File: src/rtl/wb_pkg.sv
// Shared types and constants for the writeback stage: buffer state, the
// buffered register-write entry and the result-select helper.
package wb_pkg;

    localparam int DATA_W = 16;
    localparam int REG_AW = 3;
    localparam int CNT_W  = 16;

    // r0 is hardwired to zero in the register bank
    localparam logic [REG_AW-1:0] REG_ZERO = '0;

    typedef enum logic [1:0] {
        EMPTY,
        ONE,
        TWO
    } state_t;

    typedef struct packed {
        logic              we;
        logic [REG_AW-1:0] rd;
        logic [DATA_W-1:0] data;
    } entry_t;

    // Link has priority over MemToReg
    function automatic logic [DATA_W-1:0] wb_select(
        input logic              link,
        input logic              mem_to_reg,
        input logic [DATA_W-1:0] alu,
        input logic [DATA_W-1:0] load,
        input logic [DATA_W-1:0] pc4
    );
        return link ? pc4 : (mem_to_reg ? load : alu);
    endfunction

endpackage

File: src/rtl/wb_if.sv
// MEM -> WB handshake and payload; master is the MEM stage, slave is wb_stage.
interface wb_if;
    import wb_pkg::*;

    logic              mem_valid;
    logic              mem_ready;
    logic              mem_RegWrite;
    logic              mem_MemToReg;
    logic              mem_Link;
    logic [REG_AW-1:0] mem_writeRegister;
    logic [DATA_W-1:0] mem_aluResult;
    logic [DATA_W-1:0] mem_readData;
    logic [DATA_W-1:0] mem_PC4;

    modport master (
        output mem_valid, mem_RegWrite, mem_MemToReg, mem_Link,
               mem_writeRegister, mem_aluResult, mem_readData, mem_PC4,
        input  mem_ready
    );

    modport slave (
        input  mem_valid, mem_RegWrite, mem_MemToReg, mem_Link,
               mem_writeRegister, mem_aluResult, mem_readData, mem_PC4,
        output mem_ready
    );

endinterface

File: src/rtl/wb_skid_buffer.sv
// Two-entry skid buffer (head + skid) with a registered ready, so the
// upstream ready never depends combinationally on the downstream stall.
module wb_skid_buffer
    import wb_pkg::*;
(
    input  logic   clock,
    input  logic   reset,
    input  logic   in_valid_i,
    output logic   in_ready_o,
    input  entry_t in_entry_i,
    input  logic   commit_i,
    output logic   head_valid_o,
    output entry_t head_o
);

    state_t state_q;
    entry_t head_q;
    entry_t skid_q;
    logic   ready_q;
    logic   accept;

    assign accept = in_valid_i & ready_q;

    // NOTE: all state below uses non-blocking assignments so every branch
    // sees the pre-edge values; the two entries are reset so a reset
    // mid-stream can never leak a stale write.
    always_ff @(posedge clock or posedge reset) begin
        if (reset) begin
            state_q <= EMPTY;
            ready_q <= 1'b1;
            head_q  <= '0;
            skid_q  <= '0;
        end else begin
            case (state_q)
                EMPTY: begin
                    if (accept) begin
                        head_q  <= in_entry_i;
                        state_q <= ONE;
                    end
                end
                ONE: begin
                    if (commit_i && accept) begin
                        head_q <= in_entry_i;
                    end else if (commit_i) begin
                        state_q <= EMPTY;
                    end else if (accept) begin
                        skid_q  <= in_entry_i;
                        state_q <= TWO;
                        ready_q <= 1'b0;
                    end
                end
                TWO: begin
                    // ready_q is low here, so nothing can be accepted
                    if (commit_i) begin
                        head_q  <= skid_q;
                        state_q <= ONE;
                        ready_q <= 1'b1;
                    end
                end
                default: begin
                    state_q <= EMPTY;
                    ready_q <= 1'b1;
                end
            endcase
        end
    end

    assign in_ready_o   = ready_q;
    assign head_valid_o = (state_q != EMPTY);
    assign head_o       = head_q;

endmodule

File: src/rtl/wb_stage.sv
// Writeback stage: result select, r0 write suppression, retired counter and
// optional decode bypass (enabled by defining WB_FORWARD_EN).
module wb_stage
    import wb_pkg::*;
(
    input  logic              clock,
    input  logic              reset,
    wb_if.slave               mem,
    input  logic              wb_stall,
    input  logic [REG_AW-1:0] id_rs,
    input  logic [REG_AW-1:0] id_rt,
    output logic              RegWrite,
    output logic [REG_AW-1:0] writeRegister,
    output logic [DATA_W-1:0] writeDat,
    output logic              fwd_hit1,
    output logic              fwd_hit2,
    output logic [DATA_W-1:0] fwd_data,
    output logic [CNT_W-1:0]  retired
);

    entry_t           in_entry;
    entry_t           head;
    logic             head_valid;
    logic             commit;
    logic [CNT_W-1:0] retired_q;

    always_comb begin
        in_entry.we   = mem.mem_RegWrite & (mem.mem_writeRegister != REG_ZERO);
        in_entry.rd   = mem.mem_writeRegister;
        in_entry.data = wb_select(mem.mem_Link, mem.mem_MemToReg, mem.mem_aluResult,
                                  mem.mem_readData, mem.mem_PC4);
    end

    wb_skid_buffer u_buf (
        .clock        (clock),
        .reset        (reset),
        .in_valid_i   (mem.mem_valid),
        .in_ready_o   (mem.mem_ready),
        .in_entry_i   (in_entry),
        .commit_i     (commit),
        .head_valid_o (head_valid),
        .head_o       (head)
    );

    assign commit        = head_valid & ~wb_stall;
    assign RegWrite      = commit & head.we;
    assign writeRegister = head_valid ? head.rd   : '0;
    assign writeDat      = head_valid ? head.data : '0;

    // r0-suppressed instructions still retire
    always_ff @(posedge clock or posedge reset) begin
        if (reset) begin
            retired_q <= '0;
        end else if (commit) begin
            retired_q <= retired_q + CNT_W'(1);
        end
    end

    assign retired = retired_q;

`ifdef WB_FORWARD_EN
    // Only the head is forwarded; the younger skid entry is covered by the decode interlock
    assign fwd_hit1 = head_valid & head.we & (id_rs == head.rd);
    assign fwd_hit2 = head_valid & head.we & (id_rt == head.rd);
    assign fwd_data = head.data;
`else
    logic unused_id;
    assign unused_id = ^{id_rs, id_rt};
    assign fwd_hit1  = 1'b0;
    assign fwd_hit2  = 1'b0;
    assign fwd_data  = '0;
`endif

endmodule

File: src/flat_wrapper.sv
// flat-port wrapper written by rule: the top's interface ports become plain ports
module wb_stage_flat import wb_pkg::*;
  (clock, reset, wb_stall, id_rs, id_rt, RegWrite, writeRegister, writeDat, fwd_hit1, fwd_hit2, fwd_data, retired, mem_mem_valid, mem_mem_RegWrite, mem_mem_MemToReg, mem_mem_Link, mem_mem_writeRegister, mem_mem_aluResult, mem_mem_readData, mem_mem_PC4, mem_mem_ready);
  wb_if mem_i ();
  input  logic clock;
  input  logic reset;
  input  logic wb_stall;
  input  logic [REG_AW-1:0] id_rs;
  input  logic [REG_AW-1:0] id_rt;
  output logic RegWrite;
  output logic [REG_AW-1:0] writeRegister;
  output logic [DATA_W-1:0] writeDat;
  output logic fwd_hit1;
  output logic fwd_hit2;
  output logic [DATA_W-1:0] fwd_data;
  output logic [CNT_W-1:0] retired;
  input wire logic [$bits(mem_i.mem_valid)-1:0] mem_mem_valid;
  input wire logic [$bits(mem_i.mem_RegWrite)-1:0] mem_mem_RegWrite;
  input wire logic [$bits(mem_i.mem_MemToReg)-1:0] mem_mem_MemToReg;
  input wire logic [$bits(mem_i.mem_Link)-1:0] mem_mem_Link;
  input wire logic [$bits(mem_i.mem_writeRegister)-1:0] mem_mem_writeRegister;
  input wire logic [$bits(mem_i.mem_aluResult)-1:0] mem_mem_aluResult;
  input wire logic [$bits(mem_i.mem_readData)-1:0] mem_mem_readData;
  input wire logic [$bits(mem_i.mem_PC4)-1:0] mem_mem_PC4;
  output wire logic [$bits(mem_i.mem_ready)-1:0] mem_mem_ready;
  assign mem_i.mem_valid = mem_mem_valid;
  assign mem_i.mem_RegWrite = mem_mem_RegWrite;
  assign mem_i.mem_MemToReg = mem_mem_MemToReg;
  assign mem_i.mem_Link = mem_mem_Link;
  assign mem_i.mem_writeRegister = mem_mem_writeRegister;
  assign mem_i.mem_aluResult = mem_mem_aluResult;
  assign mem_i.mem_readData = mem_mem_readData;
  assign mem_i.mem_PC4 = mem_mem_PC4;
  assign mem_mem_ready = mem_i.mem_ready;
  wb_stage u_core (.clock(clock), .reset(reset), .mem(mem_i), .wb_stall(wb_stall), .id_rs(id_rs), .id_rt(id_rt), .RegWrite(RegWrite), .writeRegister(writeRegister), .writeDat(writeDat), .fwd_hit1(fwd_hit1), .fwd_hit2(fwd_hit2), .fwd_data(fwd_data), .retired(retired));
endmodule
File: config.mk
export PLATFORM = sky130hd
export DESIGN_NAME = wb_stage_flat
export DESIGN_NICKNAME = d
export VERILOG_FILES = /design/src/rtl/wb_pkg.sv /design/src/rtl/wb_if.sv /design/src/rtl/wb_skid_buffer.sv /design/src/rtl/wb_stage.sv /design/src/flat_wrapper.sv
export SDC_FILE = /design/constraint.sdc
export NUM_CORES = 1
export LEC_CHECK = 0
export BUFFER_PORTS_ARGS = -buffer_cell sky130_fd_sc_hd__buf_4
export CORE_ASPECT_RATIO = 0.8
export CORE_MARGIN = 5
export CORE_UTILIZATION = 45
export CTS_CLUSTER_DIAMETER = 200
export DETAILED_ROUTE_END_ITERATION = 12
export PLACE_DENSITY = 0.74
export SETUP_SLACK_MARGIN = 0.5
export SLEW_MARGIN = 20
export SYNTH_ARGS = -nofsm -noshare
export SYNTH_HDL_FRONTEND = slang
export SYNTH_SLANG_ARGS = --single-unit
File: constraint.sdc
create_clock -name clock -period 2.9 [get_ports clock]
set_input_delay 0.435 -clock clock [delete_from_list [all_inputs] [get_ports clock]]
set_output_delay 0.435 -clock clock [all_outputs]
set_load 0.01 [all_outputs]
# == Word level (Yosys, flattened, before mapping) ==
# Cells that the tools add are included.
# word_totals
ff_bits,59
latchBits,0
mem_bits_rw,0
rom_bits,0
input_bits,64
output_inout_bits,55
wordCells,55
n_memories,0
# op_classes
addsub,1
mul,0
n_div,0
n_lt_le_gt_ge,0
n_eq_ne,9
n_shift,0
muxes,19
n_bitwise,8
reduce_logical,9
# ops
cell,n
$mux W20,3
$pmux W20 S3,1
$mux W16,3
$add A16 B1 Y16 const B,1
$reduce_and A4 Y1,3
$mux W2,5
$ne A2 B2 Y1 const B,5
$pmux W2 S3,1
$reduce_bool A3 Y1,2
$reduce_and A5 Y1,1
$and A1 B1 Y1,4
$mux W1,4
$not A1 Y1,4
$mux W3,1
$ne A3 B2 Y1 const B,1
$pmux W1 S3,1
$eq A2 B1 Y1 const B,1
$eq A2 B2 Y1 const B,1
$logic_not A2 Y1,1
$ne A2 B1 Y1 const B,1
$reduce_bool A2 Y1,1
$logic_and A1 B1 Y1,1

# == Longest topological paths before layout ==
# Gate-level depths: netlist of run 1.
# depth
ltp_word,5
mapped_depth,7
mapped_depth_nobuf,4

# == Cells and area by module ==
# From an unflattened synthesis of run 1, not the netlist that was laid out.
# unflattened
hier_cells,279
hier_area_um2,3288.2
# modules_own_cells
module,instances,cells_per_inst,area_per_inst_um2,seq_area_each_um2
wb_skid_buffer,1,124,1969.4,1077.3
wb_stage,1,155,1318.8,400.4

# == Worst setup path after synthesis of run 1 ==
# Ideal clock, no wire load.
# synth_timing
path_type,reg-to-output
startpoint,register u_core.u_buf.state_q[0]
endpoint,output port writeDat[10]
arrival_ns,1.309
required_time_ns,2.465
path_slack_ns,1.156
stages_incl_launch_ff,6
path_cell_list,dfrtp_1 -> buf_4 -> nor2_1 -> clkbuf_1 -> clkbuf_1 -> nor2b_1
# synth_between
elab_chain_cells,2
# synth_rtl
item,line_no,rtl
from (decl),wb_skid_buffer.sv:16,state_t state_q;
from (signal assigned),wb_skid_buffer.sv:29,state_q <= EMPTY;
from (signal assigned),wb_skid_buffer.sv:38,state_q <= ONE;
from (signal assigned),wb_skid_buffer.sv:45,state_q <= EMPTY;
$reduce_bool A2 Y1,wb_skid_buffer.sv:69,assign head_valid_o = (state_q != EMPTY);
$mux W16,wb_stage.sv:48,assign writeDat = head_valid ? head.data : '0;
to (decl),flat_wrapper.sv:12,output logic [DATA_W-1:0] writeDat;
# Every way passes these cells.

# == Worst setup path in the final report of run 1 ==
# layout_timing
startpoint,register u_core.u_buf.state_q[0]
endpoint,output port writeDat[7]
# The elaborated chain is that of the path after synthesis.

==> results.json, run 1 <==
{
  "dp_slack_ns": 0.872,
  "grt_pass1_wl_mm": 12.8,
  "reg2reg_slack_ns": 0.90,
  "fill_cells": 606,
  "clock_power_share_pct": 48.1,
  "yosys.area.top_type": "dfrtp_1",
  "routabilityCongestion": 0.746,
  "synth_area_leaders": "dfrtp_1 45%, mux2_2 7.0%, mux2i_1 6.2%, buf_4 4.6%, nor2b_1 3.9%",
  "drv_cap": 0,
  "cts_resized": 0,
  "grt_pass1_vias": 2600,
  "avgViaCountPerCell": 5.18,
  "p_leak_nw": 2.03,
  "post_cts_buffers": 0,
  "fin_skew_ns": 0.00724,
  "vdd_drop_max_mv": 0.333,
  "cp.arrival_ns": 1.70,
  "start_util_pct": 46.7,
  "antenna_left": 0,
  "max_slew_margin_pct": 52.8,
  "period_share_pct": 73.6,
  "worstSetupPathType": "reg2out",
  "die_x_um": 105,
  "cts_tree": "yes",
  "p_sw_w": 0.000391,
  "track_usage_pct": 17.5,
  "power_density_mw_per_mm2": 445,
  "ys_seq_area_share_pct": 45.7,
  "end_kind": "output pin",
  "netlist_area_mm2": 0.00323,
  "die-area_mm2": 0.00899,
  "path_clk_slew_ns": 0.07,
  "worstSkewPairLatency_ns": 0.34,
  "multi_input_area_mm2": 0.00156,
  "grt_max_degree": 41,
  "required_ns": 2.47,
  "syn_inst": 299,
  "cts_buffers": 9,
  "timing.rr.start": "u_core.u_buf.state_q[0]",
  "synth.avg_cell_area_um2": 10.8,
  "overflow": 0,
  "critPathMaxFanout": 13,
  "hold_path.class": "in2async",
  "ff2ff_path_depth": 5,
  "tns_ns": 0,
  "seq_area_mm2": 0.00148,
  "power_frac_comb_pct": 7.6,
  "core_region_area_mm2": 0.00693,
  "route.vias.total": 2506,
  "min_period_ns": 2.13,
  "antenna_found_initial": 0,
  "drive_gt1_share_pct": 40.8,
  "root_buffer": "clkbuf_8",
  "worstMarginPinSlew_ns": 0.702,
  "reg2reg_to": "u_core.retired[7]",
  "clockBufferDepth": 2,
  "diodes": 0,
  "clock.fmax_mhz": 469,
  "routed_wl_mm": 7.59,
  "outcome": "complete, no violations",
  "finalHoldViolCount": 0,
  "p_int_w": 0.00147,
  "die_h_um": 85.8,
  "ys_types": 46,
  "setup_slack_ns": 0.767,
  "synth_top_area_share_pct": 44.9,
  "setup_viol": 0,
  "synth_warnings": 0,
  "seq_power_share_pct": 44.2,
  "wire_per_inst_um": 15.7,
  "rsz0062_at_grt": "no",
  "place_hpwl_mm": 5.61,
  "io_pins": 119,
  "ys_ff_latch": 59,
  "drtIter0Drc": 50,
  "drcViolationCount": 0,
  "clock_sinks": 59,
  "h-tree-depth": 3,
  "start_kind": "flip-flop",
  "area_growth_pct": 29.3,
  "holdBufCountCts": 0,
  "first_pass_iters": 4,
  "maxSlewViolCount": 0,
  "num_rows": 27,
  "numPortBuffers": 94,
  "switching_share_pct": 21.0,
  "layout.nets": 457
}
[stage by stage]
step / hold WS, ns / power [W] / util (%) / cell area (µm²) / instances
finish: 0.0909 / 0.00186 / 60.3 / 4180 / 484
detailed placement: 0.465 / 0.000982 / 56.8 / 3930 / 468
global route: 0.108 / 0.00194 / 60.3 / 4180 / 484
CTS: 0.0879 / 0.00189 / 60.3 / 4180 / 484
global placement: 0.461 / 0.000978 / 56.8 / 3930 / 468
floorplan: 0.458 / 0.000922 / - / 3300 / 316
[cell families after synthesis]
group / count (synthesis) / synth area share, %
adders and majority gates: 1 / 0.387
and+or+nand+nor: 90 / 15.4
other: 1 / 0.116
xor gates and xnor gates: 15 / 4.07
AOI/OAI and AO/OA: 52 / 12.6
DFF: 59 / 45.7
buffers and inverters: 40 / 8.13
muxes: 41 / 13.5
[flip-flops by register name, summed over array words and instances (netlist names)]
name                     cells
u_core.u_buf.in_ready_o      1
u_core.retired              16
u_core.u_buf.skid_q         20
u_core.u_buf.state_q         2
u_core.u_buf.head_o         20
[critical path, stage by stage, from the launching register on]
cell and delay, ns:
dfrtp_1 0.50, nor2_2 0.34, buf_4 0.29, nor2b_1 0.08, buf_4 0.14
[routing by layer]
| metal | vias to the layer above | routed length (µm) | GRT usage (%) | part of all wire [%] |
|---|---|---|---|---|
| li1 | 1212 | - | - | - |
| met1 | 1205 | 3370 | 23.5 | 44 |
| met2 | 80 | 3550 | 27.3 | 47 |
| met3 | 9 | 586 | 6.25 | 7.7 |
| met4 | 0 | 79 | 4.30 | 1.0 |
| met5 | - | 0 | 0 | 0 |
[Yosys cell counts, drive strengths merged]
library cell	n
o221a	9
nor2	15
inv	2
o211ai	8
and3	1
o22ai	7
buf	30
o31ai	1
conb	1
nand3	6
ha	1
mux2i	20
or3b	1
xor2	2
dfstp	1
o311ai	1
clkbuf	8
a21o	1
mux2	21
nor3b	2
o31a	1
o21ba	1
nand2b	1
and4	2
nand4bb	1
nor2b	20
o21ai	17
and2	1
a21oi	6
xnor2	13
nand4	5
dfrtp	58
nand2	25
nor4b	7
nor3	3
[worst max-delay path by stage]
stage	from	end	cells after the start
2_1_floorplan	reset	u_core.retired[0]	1
3_3_place_gp	wb_stall	u_core.u_buf.head_o[4]	5
3_5_place_dp	wb_stall	u_core.u_buf.head_o[15]	5
4_1_cts	u_core.u_buf.state_q[0]	writeDat[7]	4
5_1_grt	u_core.u_buf.state_q[0]	writeDat[7]	4
6_report	u_core.u_buf.state_q[0]	writeDat[7]	4
[area by class of cell]
class,count,area share [%]
timing repair buffer,103,18.5
sequential,59,35.4
clock inverter,3,1.62
inverter,2,0.180
tap,87,2.61
clock buffer,13,4.28
multi-input combinational,217,37.4
[layout by cell type (no fill, tap or decap), drive strengths merged, types with 6 or more instances in the layout]
| cell type | n |
|---|---|
| buf | 103 |
| dfrtp | 58 |
| nand2 | 25 |
| mux2 | 21 |
| mux2i | 20 |
| nor2b | 20 |
| conb | 18 |
| o21ai | 17 |
| nor2 | 15 |
| xnor2 | 13 |
| clkbuf | 13 |
| o221a | 9 |
| o211ai | 8 |
| nor4b | 7 |
| o22ai | 7 |
| nand3 | 6 |
| a21oi | 6 |
[power groups by stage]
stage	Sequential, W	Combinational (W)	Clock (W)
final	0.000823	0.000142	0.000896
after detailed placement	0.000838	0.000143	0
after floorplan	0.000838	0.0000841	0
after CTS	0.000823	0.000144	0.000922
after global routing	0.000822	0.000160	0.000960
after global placement	0.000838	0.000140	0
No activity file was read; power rests on OpenSTA's default activity.
==> inputs of run 2 (changes only) <==
PLACE_DENSITY = 0.77   (was 0.74)
clock period = 1.89 ns   (was 2.9 ns; I/O delays follow)
==> results.json, run 2 (synthesized netlist as in run 1, its figures left out) <==
{
  "outcome": "complete, no violations",
  "timing.hold.ws_ns": 0.188,
  "grt_max_degree": 44,
  "root_buffer": "clkbuf_8",
  "antenna_found_initial": 0,
  "power_density_mw_per_mm2": 603,
  "first_pass_iters": 4,
  "grt_pass1_vias": 2862,
  "final_core_util_pct": 67.1,
  "finalHoldViolCount": 0,
  "drtIter0Drc": 148,
  "routabilityCongestion": 0.783,
  "fin_skew_ns": 0.00991,
  "fill_cells": 515,
  "routed_wl_mm": 8.88,
  "cts_tree": "yes",
  "hold_path.class": "in2reg",
  "setup_slack_ns": 0.164,
  "start_util_pct": 46.7,
  "wl_met1_mm": 3.83,
  "die-area_mm2": 0.00899,
  "end_kind": "output pin",
  "diodes": 0,
  "rsz0062_at_grt": "yes",
  "maxSlewViolCount": 0,
  "start_kind": "flip-flop",
  "multi_input_area_mm2": 0.00173,
  "grt_pass1_wl_mm": 14.2,
  "setup_viol": 0,
  "track_usage_pct": 19.6,
  "numPortBuffers": 94,
  "core_region_area_mm2": 0.00693,
  "drive_gt1_share_pct": 49.3,
  "top_layer": "met4",
  "vdd_drop_max_mv": 0.387,
  "drcViolationCount": 0,
  "io_pins": 119,
  "antenna_left": 0,
  "place_hpwl_mm": 5.70,
  "final_cell_mix": "106 x buf_4, 58 x dfrtp_1, 22 x nand2_1",
  "dr_wl_met3_um": 717,
  "worstSetupPathType": "reg2out",
  "path_clk_slew_ns": 0.07,
  "avgViaCountPerCell": 5.33,
  "layout_commonest_cell": "buf_4",
  "drv_cap": 0,
  "clockBufferDepth": 2,
  "cts_buffers": 9,
  "required_ns": 1.61,
  "route.vias.total": 2723,
  "layout.nets": 484,
  "seq_area_mm2": 0.00148,
  "overflow": 0,
  "critPathMaxFanout": 6,
  "wire_per_inst_um": 17.4,
  "cp.arrival_ns": 1.44,
  "clock.fmax_mhz": 580,
  "die_x_um": 105,
  "dp_slack_ns": 0.248,
  "dr_wl_met2_mm": 4.21,
  "die_h_um": 85.8,
  "p_leak_nw": 2.24,
  "h-tree-depth": 3,
  "clock_sinks": 59,
  "tns_ns": 0,
  "period_share_pct": 91.3,
  "worstSkewPairLatency_ns": 0.34,
  "min_period_ns": 1.73,
  "area_growth_pct": 43.8,
  "num_rows": 27
}
==> run 2: cell count changes in the layout (fill, tap and decap cells not counted), moves of 3 or more <==
cell,before,now
buf_12,0,3
buf_4,103,106
buf_6,0,18
clkbuf_8,13,10
mux2_2,20,10
mux2_4,0,11
nand2_1,25,22
nor2_1,12,8
nor2b_1,20,13
nor2b_2,0,6
==> run 2: path summary, 6_finish.rpt <==
check / from / endpoint / slack [ns] / cells after the start
worst max-delay path: u_core.u_buf.state_q[1] / writeDat[12] / 0.16 / 5
worst min-delay path: mem_mem_writeRegister[2] / u_core.u_buf.skid_q[18] / 0.19 / 2
worst max register to register: u_core.u_buf.state_q[1] / u_core.u_buf.head_o[2] / 0.20 / 7
worst min register to register: u_core.retired[15] / u_core.retired[15] / 0.49 / 1
max in group asynchronous: reset / u_core.u_buf.in_ready_o / 0.79 / 4
min in group asynchronous: reset / u_core.retired[7] / 0.50 / 3
==> run 2: critical path, stage by stage, from the launching register on <==
cell	delay, ns
dfrtp_1	0.41
buf_12	0.14
nor2_4	0.18
buf_6	0.17
nor2b_1	0.06
buf_4	0.14
==> run 2: where the power goes <==
group,internal (W),total [W],leakage [nW],switching (W)
combinational,0.000111,0.000232,1.31,0.000121
clock,0.000777,0.00131,0.108,0.000533
sequential,0.00126,0.00126,0.816,0
total,0.00215,0.00280,2.24,0.000654
==> run 2: timing repair <==
item,in CTS,in global routing
gates resized for setup,44,10
hold buffers,1,0
gates cloned,5,0
buffers inserted,17,2
hold endpoints to repair,16,0
setup endpoints to repair,68,75
pin swaps,6,0
==> run 2: layout make-up <==
type	count	share of cell area, %
Timing Repair Buffer	130	23.6
Inverter	2	0.242
Sequential cell	59	31.8
Clock buffer	10	2.96
Clock inverter	6	1.91
Tap cell	87	2.34
Multi-Input combinational cell	217	37.1
==> run 2: metal layers <==
layer / vias up / global-route usage [%]
met5: - / 0
met2: 109 / 30.6
met4: 0 / 5.11
li1: 1271 / -
met1: 1328 / 25.8
met3: 15 / 7.30
==> run 2: metrics by stage <==
step	power (W)	cell area, µm²	instances
floorplan	0.00142	3410	316
global placement	0.00150	4030	470
detailed placement	0.00151	4030	470
CTS	0.00283	4590	509
global route	0.00290	4650	511
finish	0.00280	4650	511
==> inputs of run 3 (changes only) <==
PLACE_DENSITY = 0.74   (was 0.77)
clock period = 1.95 ns   (was 1.89 ns; I/O delays follow)
==> results.json, run 3 (synthesized netlist as in run 1, its figures left out) <==
{
  "avgViaCountPerCell": 5.20,
  "drive_gt1_share_pct": 47.4,
  "maxSlewViolCount": 0,
  "first_pass_iters": 4,
  "grt_max_degree": 41,
  "outcome": "complete, no violations",
  "clock.fmax_mhz": 591,
  "die-area_mm2": 0.00899,
  "place_hpwl_mm": 5.39,
  "min_period_ns": 1.69,
  "drcViolationCount": 0,
  "multi_input_area_mm2": 0.00171,
  "total_power_w": 0.00270,
  "whs_path_depth": 2,
  "cts_buffers": 9,
  "clock_power_share_pct": 46.5,
  "tns_ns": 0,
  "wire_per_inst_um": 16.2,
  "worstSkewPairLatency_ns": 0.33,
  "required_ns": 2.17,
  "power_density_mw_per_mm2": 579,
  "worstSetupPathType": "reg2reg",
  "diodes": 0,
  "antenna_left": 0,
  "power_frac_comb_pct": 8.2,
  "track_usage_pct": 17.9,
  "finalHoldViolCount": 0,
  "vdd_drop_max_mv": 0.470,
  "fin_skew_ns": 0.00780,
  "rsz0062_at_grt": "yes",
  "switching_share_pct": 21.6,
  "overflow": 0,
  "seq_area_mm2": 0.00148,
  "fill_cells": 544,
  "route.vias.total": 2649,
  "path_clk_slew_ns": 0.07,
  "grt_pass1_vias": 2676,
  "clockBufferDepth": 2,
  "clock_sinks": 59,
  "area_growth_pct": 44.6,
  "routed_wl_mm": 8.22,
  "layout.nets": 482,
  "p_int_w": 0.00212,
  "cts_tree": "yes",
  "grt_pass1_wl_mm": 13.0,
  "h-tree-depth": 3,
  "cp.arrival_ns": 1.92,
  "num_rows": 27,
  "setup_viol": 0,
  "p_leak_nw": 2.24,
  "routabilityCongestion": 0.716,
  "layout_commonest_cell": "buf_4",
  "root_buffer": "clkbuf_8",
  "ff2ff_path_depth": 6,
  "final_cell_mix": "109 x buf_4, 56 x dfrtp_1, 23 x nand2_1",
  "start_kind": "flip-flop",
  "timing.hold.ws_ns": 0.209,
  "seq_power_share_pct": 45.3,
  "numPortBuffers": 94,
  "drtIter0Drc": 117,
  "antenna_found_initial": 0,
  "core_region_area_mm2": 0.00693,
  "instances_no_fill": 509,
  "die_x_um": 105,
  "p_sw_w": 0.000584,
  "critPathMaxFanout": 6,
  "io_pins": 119,
  "period_share_pct": 86.8,
  "dp.cells": 468,
  "start_util_pct": 46.7,
  "die_h_um": 85.8,
  "drv_cap": 0,
  "hold_path.class": "in2reg",
  "end_kind": "flip-flop"
}
-- run 3: cell count changes in the layout (fill, tap and decap cells not counted), sizes merged --
| cell | change |
|---|---|
| clkinvlp | -1 |
| clkinv | -1 |
| clkbuf | +3 |
| buf | -3 |
-- run 3: layout make-up --
cell class              instances  share of cell area, %
flip-flops and latches         59                   31.7
repair buffers                128                   24.3
multi-input cells             217                   36.6
inverters                       2                  0.241
clock inverters                 4                   1.55
well taps                      87                   2.33
clock buffers                  12                   3.32
-- run 3: timing repair --
item / 4_1_cts / 5_1_grt
hold buffers: 1 / 0
endpoints found under the hold margin: 15 / 0
endpoints found under the setup margin: 66 / 63
cloned: 3 / 2
resized for setup: 17 / 32
pin swaps: 1 / 3
buffers inserted: 12 / 7
-- run 3: worst max-delay path: stages (launching register included) --
cell	delay, ns
dfrtp_2	0.43
buf_4	0.15
buf_4	0.13
or3b_4	0.26
o311ai_4	0.16
clkbuf_16	0.21
o221a_2	0.24
-- run 3: power groups by stage --
stage	Combinational, W	Sequential [W]	Clock, W
detailed placement	0.000216	0.00125	0
global placement	0.000211	0.00125	0
CTS	0.000219	0.00122	0.00129
floorplan	0.000126	0.00125	0
finish	0.000222	0.00122	0.00126
global route	0.000250	0.00122	0.00134
-- run 3: metrics by stage --
step / util [%] / cell area, µm² / setup slack (ns)
2_1_floorplan: - / 3370 / 0.444
3_3_place_gp: 57.7 / 4000 / 0.294
3_5_place_dp: 57.7 / 4000 / 0.251
4_1_cts: 64.4 / 4460 / 0.259
5_1_grt: 67.5 / 4670 / 0.195
6_report: 67.5 / 4670 / 0.257
-- run 3: path summary, 6_finish.rpt --
check,from,end,slack [ns]
worst max-delay path,u_core.u_buf.state_q[1],u_core.u_buf.head_o[15],0.26
worst min-delay path,mem_mem_writeRegister[2],u_core.u_buf.skid_q[18],0.21
worst max register to register,u_core.u_buf.state_q[1],u_core.u_buf.head_o[15],0.26
worst min register to register,u_core.retired[15],u_core.retired[15],0.48
max in group asynchronous,reset,u_core.u_buf.in_ready_o,0.85
min in group asynchronous,reset,u_core.retired[13],0.51
-- run 3: routing by layer --
layer  vias to the layer above  routed length, µm  GRT usage, %
li1                       1266                  -             -
met1                      1288               3700          23.7
met2                        86               3870          26.7
met3                         9                598          6.09
met4                         0                 60          7.67
met5                         -                  0             0
